### src/rtl/pc_seq_pkg.sv
// Shared types and constants for the program-counter sequencer.
package pc_seq_pkg;

  typedef enum logic [2:0] {
    IDLE,
    REQ,
    WAIT,
    HOLD,
    HALTED
  } state_t;

  localparam int          INSTR_BYTES       = 4;
  localparam logic [31:0] DEFAULT_RESET_VEC = 32'h0000_0000;

endpackage

### src/rtl/pc_wait_timer.sv
// Fetch watchdog counter: cleared on grant, counts while enabled,
// flags expiry on the LIMIT-th enabled cycle.
module pc_wait_timer #(
  parameter int LIMIT = 255,
  parameter int WIDTH = $clog2(LIMIT + 1)
) (
  input  logic clk,
  input  logic reset,
  input  logic clear,
  input  logic en,
  output logic expired
);

  localparam logic [WIDTH-1:0] LAST = WIDTH'(LIMIT - 1);

  logic [WIDTH-1:0] count;

  always_ff @(posedge clk or posedge reset) begin
    if (reset) begin
      count <= '0;
    end else if (clear) begin
      count <= '0;
    end else if (en) begin
      count <= count + WIDTH'(1);
    end
  end

  // The cycle that sees LAST is the LIMIT-th cycle spent waiting.
  assign expired = (count == LAST);

endmodule

### src/rtl/pc_sequencer.sv
// Program counter and single-outstanding instruction fetch sequencer.
// Optional macro PC_MISALIGN_TRAP_EN: misaligned redirect targets trap and halt.
module pc_sequencer
  import pc_seq_pkg::*;
#(
  parameter logic [31:0] RESET_VEC      = DEFAULT_RESET_VEC,
  parameter int          TIMEOUT_CYCLES = 255
) (
  input  logic        clk,
  input  logic        reset,
  output logic        imemReq,
  output logic [31:0] imemAddr,
  input  logic        imemGnt,
  input  logic        imemRspValid,
  input  logic [31:0] imemRspData,
  output logic [31:0] instr,
  output logic        instrValid,
  input  logic        instrReady,
  output logic [31:0] pc,
  output logic [31:0] pcPlus4,
  input  logic        redirectValid,
  input  logic [31:0] redirectTarget,
  input  logic        haltReq,
  output logic        halted,
  output logic        fetchTimeout,
`ifdef PC_MISALIGN_TRAP_EN
  output logic        misalignTrap,
`endif
  output state_t      state
);

  state_t      cur_state, nxt_state;
  logic [31:0] pc_d, instr_d, tgt, tgt_d, load_tgt;
  logic        timeout_d, pend_redirect, pend_d, squash, squash_d;
  logic        tmr_clear, tmr_en, tmr_expired, load_req;
`ifdef PC_MISALIGN_TRAP_EN
  logic        trap_d;
`endif

  pc_wait_timer #(
    .LIMIT(TIMEOUT_CYCLES),
    .WIDTH($clog2(TIMEOUT_CYCLES + 1))
  ) u_timer (
    .clk    (clk),
    .reset  (reset),
    .clear  (tmr_clear),
    .en     (tmr_en),
    .expired(tmr_expired)
  );

  assign pcPlus4    = pc + 32'(INSTR_BYTES);
  assign imemReq    = (cur_state == REQ);
  assign imemAddr   = pc;
  assign instrValid = (cur_state == HOLD);
  assign halted     = (cur_state == HALTED);
  assign state      = cur_state;

  always_comb begin
    nxt_state = cur_state;
    pc_d      = pc;
    instr_d   = instr;
    timeout_d = fetchTimeout;
    pend_d    = pend_redirect;
    squash_d  = squash;
    tgt_d     = tgt;
    tmr_clear = 1'b0;
    tmr_en    = 1'b0;
    load_req  = 1'b0;
    load_tgt  = tgt;
`ifdef PC_MISALIGN_TRAP_EN
    trap_d    = misalignTrap;
`endif
    case (cur_state)
      IDLE: nxt_state = haltReq ? HALTED : REQ;
      REQ: begin
        if (redirectValid) begin
          pend_d = 1'b1;
          tgt_d  = redirectTarget;
        end
        if (imemGnt) begin
          nxt_state = WAIT;
          tmr_clear = 1'b1;
        end
      end
      WAIT: begin
        tmr_en = 1'b1;
        if (redirectValid) begin
          squash_d = 1'b1;
          tgt_d    = redirectTarget;
        end
        if (imemRspValid) begin
          // A redirect arriving with the response still kills it, newest target wins.
          if (squash || pend_redirect || redirectValid) begin
            load_req  = 1'b1;
            load_tgt  = redirectValid ? redirectTarget : tgt;
            pend_d    = 1'b0;
            squash_d  = 1'b0;
            nxt_state = REQ;
          end else begin
            instr_d   = imemRspData;
            nxt_state = HOLD;
          end
        end else if (tmr_expired) begin
          timeout_d = 1'b1;
          nxt_state = HALTED;
        end
      end
      HOLD: begin
        if (redirectValid) begin
          load_req  = 1'b1;
          load_tgt  = redirectTarget;
          nxt_state = REQ;
        end else if (instrReady) begin
          pc_d      = pcPlus4;
          nxt_state = haltReq ? HALTED : REQ;
        end
      end
      default: nxt_state = cur_state;
    endcase

    if (load_req) begin
`ifdef PC_MISALIGN_TRAP_EN
      if (load_tgt[1:0] != 2'b00) begin
        trap_d    = 1'b1;
        nxt_state = HALTED;
      end else begin
        pc_d = load_tgt;
      end
`else
      pc_d = load_tgt & ~32'h3;
`endif
    end
  end

  always_ff @(posedge clk or posedge reset) begin
    if (reset) begin
      cur_state     <= IDLE;
      pc            <= RESET_VEC;
      instr         <= '0;
      fetchTimeout  <= 1'b0;
      pend_redirect <= 1'b0;
      squash        <= 1'b0;
      tgt           <= '0;
`ifdef PC_MISALIGN_TRAP_EN
      misalignTrap  <= 1'b0;
`endif
    end else begin
      cur_state     <= nxt_state;
      pc            <= pc_d;
      instr         <= instr_d;
      fetchTimeout  <= timeout_d;
      pend_redirect <= pend_d;
      squash        <= squash_d;
      tgt           <= tgt_d;
`ifdef PC_MISALIGN_TRAP_EN
      misalignTrap  <= trap_d;
`endif
    end
  end

endmodule
### config.mk
export PLATFORM = sky130hd
export DESIGN_NAME = pc_sequencer
export DESIGN_NICKNAME = d
export VERILOG_FILES = /design/src/rtl/pc_seq_pkg.sv /design/src/rtl/pc_wait_timer.sv /design/src/rtl/pc_sequencer.sv
export SDC_FILE = /design/constraint.sdc
export NUM_CORES = 1
export LEC_CHECK = 0
export CAP_MARGIN = 5
export CORE_MARGIN = 5
export CORE_UTILIZATION = 46
export DETAILED_ROUTE_END_ITERATION = 8
export GPL_TIMING_DRIVEN = 0
export PLACE_DENSITY_LB_ADDON = 0.08
export SLEW_MARGIN = 15
export SYNTH_ARGS = -nofsm -noshare
export SYNTH_HDL_FRONTEND = slang
export SYNTH_SLANG_ARGS = --single-unit
export TNS_END_PERCENT = 30
### constraint.sdc
create_clock -name clk -period 3.5 [get_ports clk]
set_input_delay 0.35 -clock clk [delete_from_list [all_inputs] [get_ports clk]]
set_output_delay 0.35 -clock clk [all_outputs]
set_load 0.01 [all_outputs]
==> results.ini <==
[grt]
grt_max_degree = 75
grt-ovfl-total = 0
first_global_vias = 5170
grt_pass1_wl_mm = 27.00
antenna_found_initial = 0
track_usage_pct = 22.74

[die]
io_pins = 206
die_h_um = 123.3
rows = 41
initial_core_util_pct = 46.83
design.core.area_um2 = 12620
dieArea_um2 = 15210
fp.dieW_um = 123.3

[final_layout]
area_delta_synth_final_pct = 43.91
register_area_um2 = 2653
final_util_pct = 67.39
drive_gt1_share_pct = 21.24
fin_area_um2 = 8504
mostFrequentLayoutCells = clkdlybuf4s50_1, dfrtp_1, mux2_2, nor2_1, buf_4
diodes = 0
fillers = 1066
multi_input_area_um2 = 2800
final_common_cell = clkdlybuf4s50_1
nNetsFinal = 841

[sta]
max_freq_ghz = 0.3061
tns_ns = 0
min_period_ns = 3.267
fin_skew_ns = 0.01105
timing.final.crit_share_pct = 93.33
maxSlewHeadroom_pct = 45.40
hold_viol = 0
setup_slack_ns = 0.2335
slew_violations = 0
finalSetupViolCount = 0
rsz0062_at_grt = no
worst_pin_slew_ns = 0.8135

[setup_path]
crit_arrival_ns = 2.92
critPathLaunch = imemAddr[2]
worstSetupStartpointType = flip-flop
cp_max_fo = 8
r2r-start = imemAddr[2]
critPathRequiredTime_ns = 3.15
crit_slowest_cell = clkdlybuf4s50_1
path_delay_family = simple AND/OR/NAND/NOR gates
worstSetupPathType = reg2out
max_stage_delay_ns = 0.55
cp-end-kind = output port
worstPathBufferInverterCount = 2
path_cells = ha_1 -> nand3_1 -> nor4_4 -> buf_4 -> nand4_1 -> xnor2_1 -> clkdlybuf4s50_1

[yosys]
yosys_warnings = 0
synth_cell_types = 61
ys_ff_latch = 106
synth_ff_type = dfrtp_1
synth-edff-count = 0
seq_area_frac_synth_pct = 44.89
async_reset_ff_share_pct = 100.0
syn_avg_cell_area_um2 = 10.74
netlist_area_um2 = 5909
synth_cells = 550

[status]
outcome = finished, final reports clean

[routing]
drtIter0Drc = 319
ant_nets = 0
drc = 0
drt_wl_total_mm = 17.07
avgRoutedWirePerCell_um = 18.08
drt_first_pass_iters = 5
vias = 5138
routed_via_density = 5.443

[placement]
dp_hpwl_mm = 12.93
dp_slack_ns = 0.4536
port_buffers = 197
place_congestion = 0.8336
placed_cell_area_um2 = 8148

[clock_tree]
cts.clk_slew.worst_paths_ns = 0.07
clock_latency_ns = 0.36
cts-hold-fix-buffers = 0
root_buffer = clkbuf_16
cts_tree = yes
cts_buffers = 9
clockBufferDepth = 2
cts.sinks = 106
h-tree-depth = 3

[power_and_ir_drop]
power_density_nw_per_um2 = 688.8
fin_total_pwr_uw = 5858
p_leak_uw = 0.003685
irDropWorstVdd_v = 0.0003503

[flow_run]
cap_violations = 0

[hold_path]
hold_path_class = in2async

-- sequential cells by signal, summed over array words and instances, names as in the netlist --
signal         cells
fetchTimeout       1
pend_redirect      1
imemAddr          30
state              3
instr             32
u_timer.count      8
squash             1
tgt               30
-- what timing repair did --
item,in CTS,in global routing
gates resized for setup,0,1
setup endpoints to repair,0,3
buffers inserted,0,3
-- per-layer routing --
layer	track usage, %	wire, um	vias to the layer above
met2	37.85	8524	222
met3	7.274	1718	19
li1	-	-	2373
met4	7.059	260	0
met5	0	0	-
met1	28.19	6563	2524
-- through the flow --
stage                     hold slack, ns  instances
after floorplan                   0.4727        555
after global placement            0.4450        924
after detailed placement          0.4454        925
after CTS                         0.3572        941
after global routing              0.3694        944
final                             0.3492        944
-- synth_stat cells (4+ instances only) --
master	instances	area, um^2
dfrtp_1	106	2653
mux2_2	66	743.2
nor2_1	40	150.1
buf_4	37	277.8
nand2_1	29	108.9
buf_2	24	120.1
o21ai_0	21	105.1
xnor2_1	21	183.9
mux2i_1	16	160.2
nand3_1	15	75.07
a21oi_1	13	65.06
xor2_1	13	113.9
inv_1	12	45.04
nand4_1	12	75.07
clkbuf_1	9	33.78
a22oi_1	8	60.06
nor3_1	7	35.03
o311ai_1	6	52.55
a22o_1	5	43.79
a21o_1	4	30.03
a31oi_1	4	25.02
and2_1	4	25.02
and3_1	4	25.02
nand3b_1	4	30.03
o211ai_1	4	30.03
o221ai_1	4	35.03
o32a_1	4	40.04
-- area by class of cell --
class / count / share of cell area [%]
sequential: 106 / 31.19
clock buffer: 11 / 2.854
timing repair buffer: 201 / 23.78
clock inverter: 5 / 1.015
multi-input combinational: 366 / 32.93
tap: 172 / 2.531
inverter: 12 / 0.5885
buffer: 71 / 5.120
-- worst paths after layout --
kind | cells past startpoint | slack [ns] | endpoint
max | 7 | 0.23 | pcPlus4[22]
min | 2 | 0.35 | instr[16]
max reg2reg | 6 | 1.21 | imemAddr[30]
min reg2reg | 1 | 0.47 | fetchTimeout
max in group asynchronous | 3 | 2.48 | imemAddr[18]
min in group clk | 1 | 0.47 | fetchTimeout
-- report_power, final --
group / switching [uW] / internal, uW / total, uW
sequential: 420 / 1670 / 2090
combinational: 1070 / 1580 / 2650
clock: 465 / 652 / 1120
total: 1960 / 3900 / 5860
-- cell families after synthesis --
group | synth area share (%)
XOR/XNOR | 5.039
other | 0.06346
multiplexers | 15.29
buffers and inverters | 8.130
AO/OA/AOI/OAI | 11.81
flip-flops | 44.89
AND/OR/NAND/NOR | 14.14
adder cells (fa/ha/maj) | 0.6353
Power figures use the tool's default switching activity.
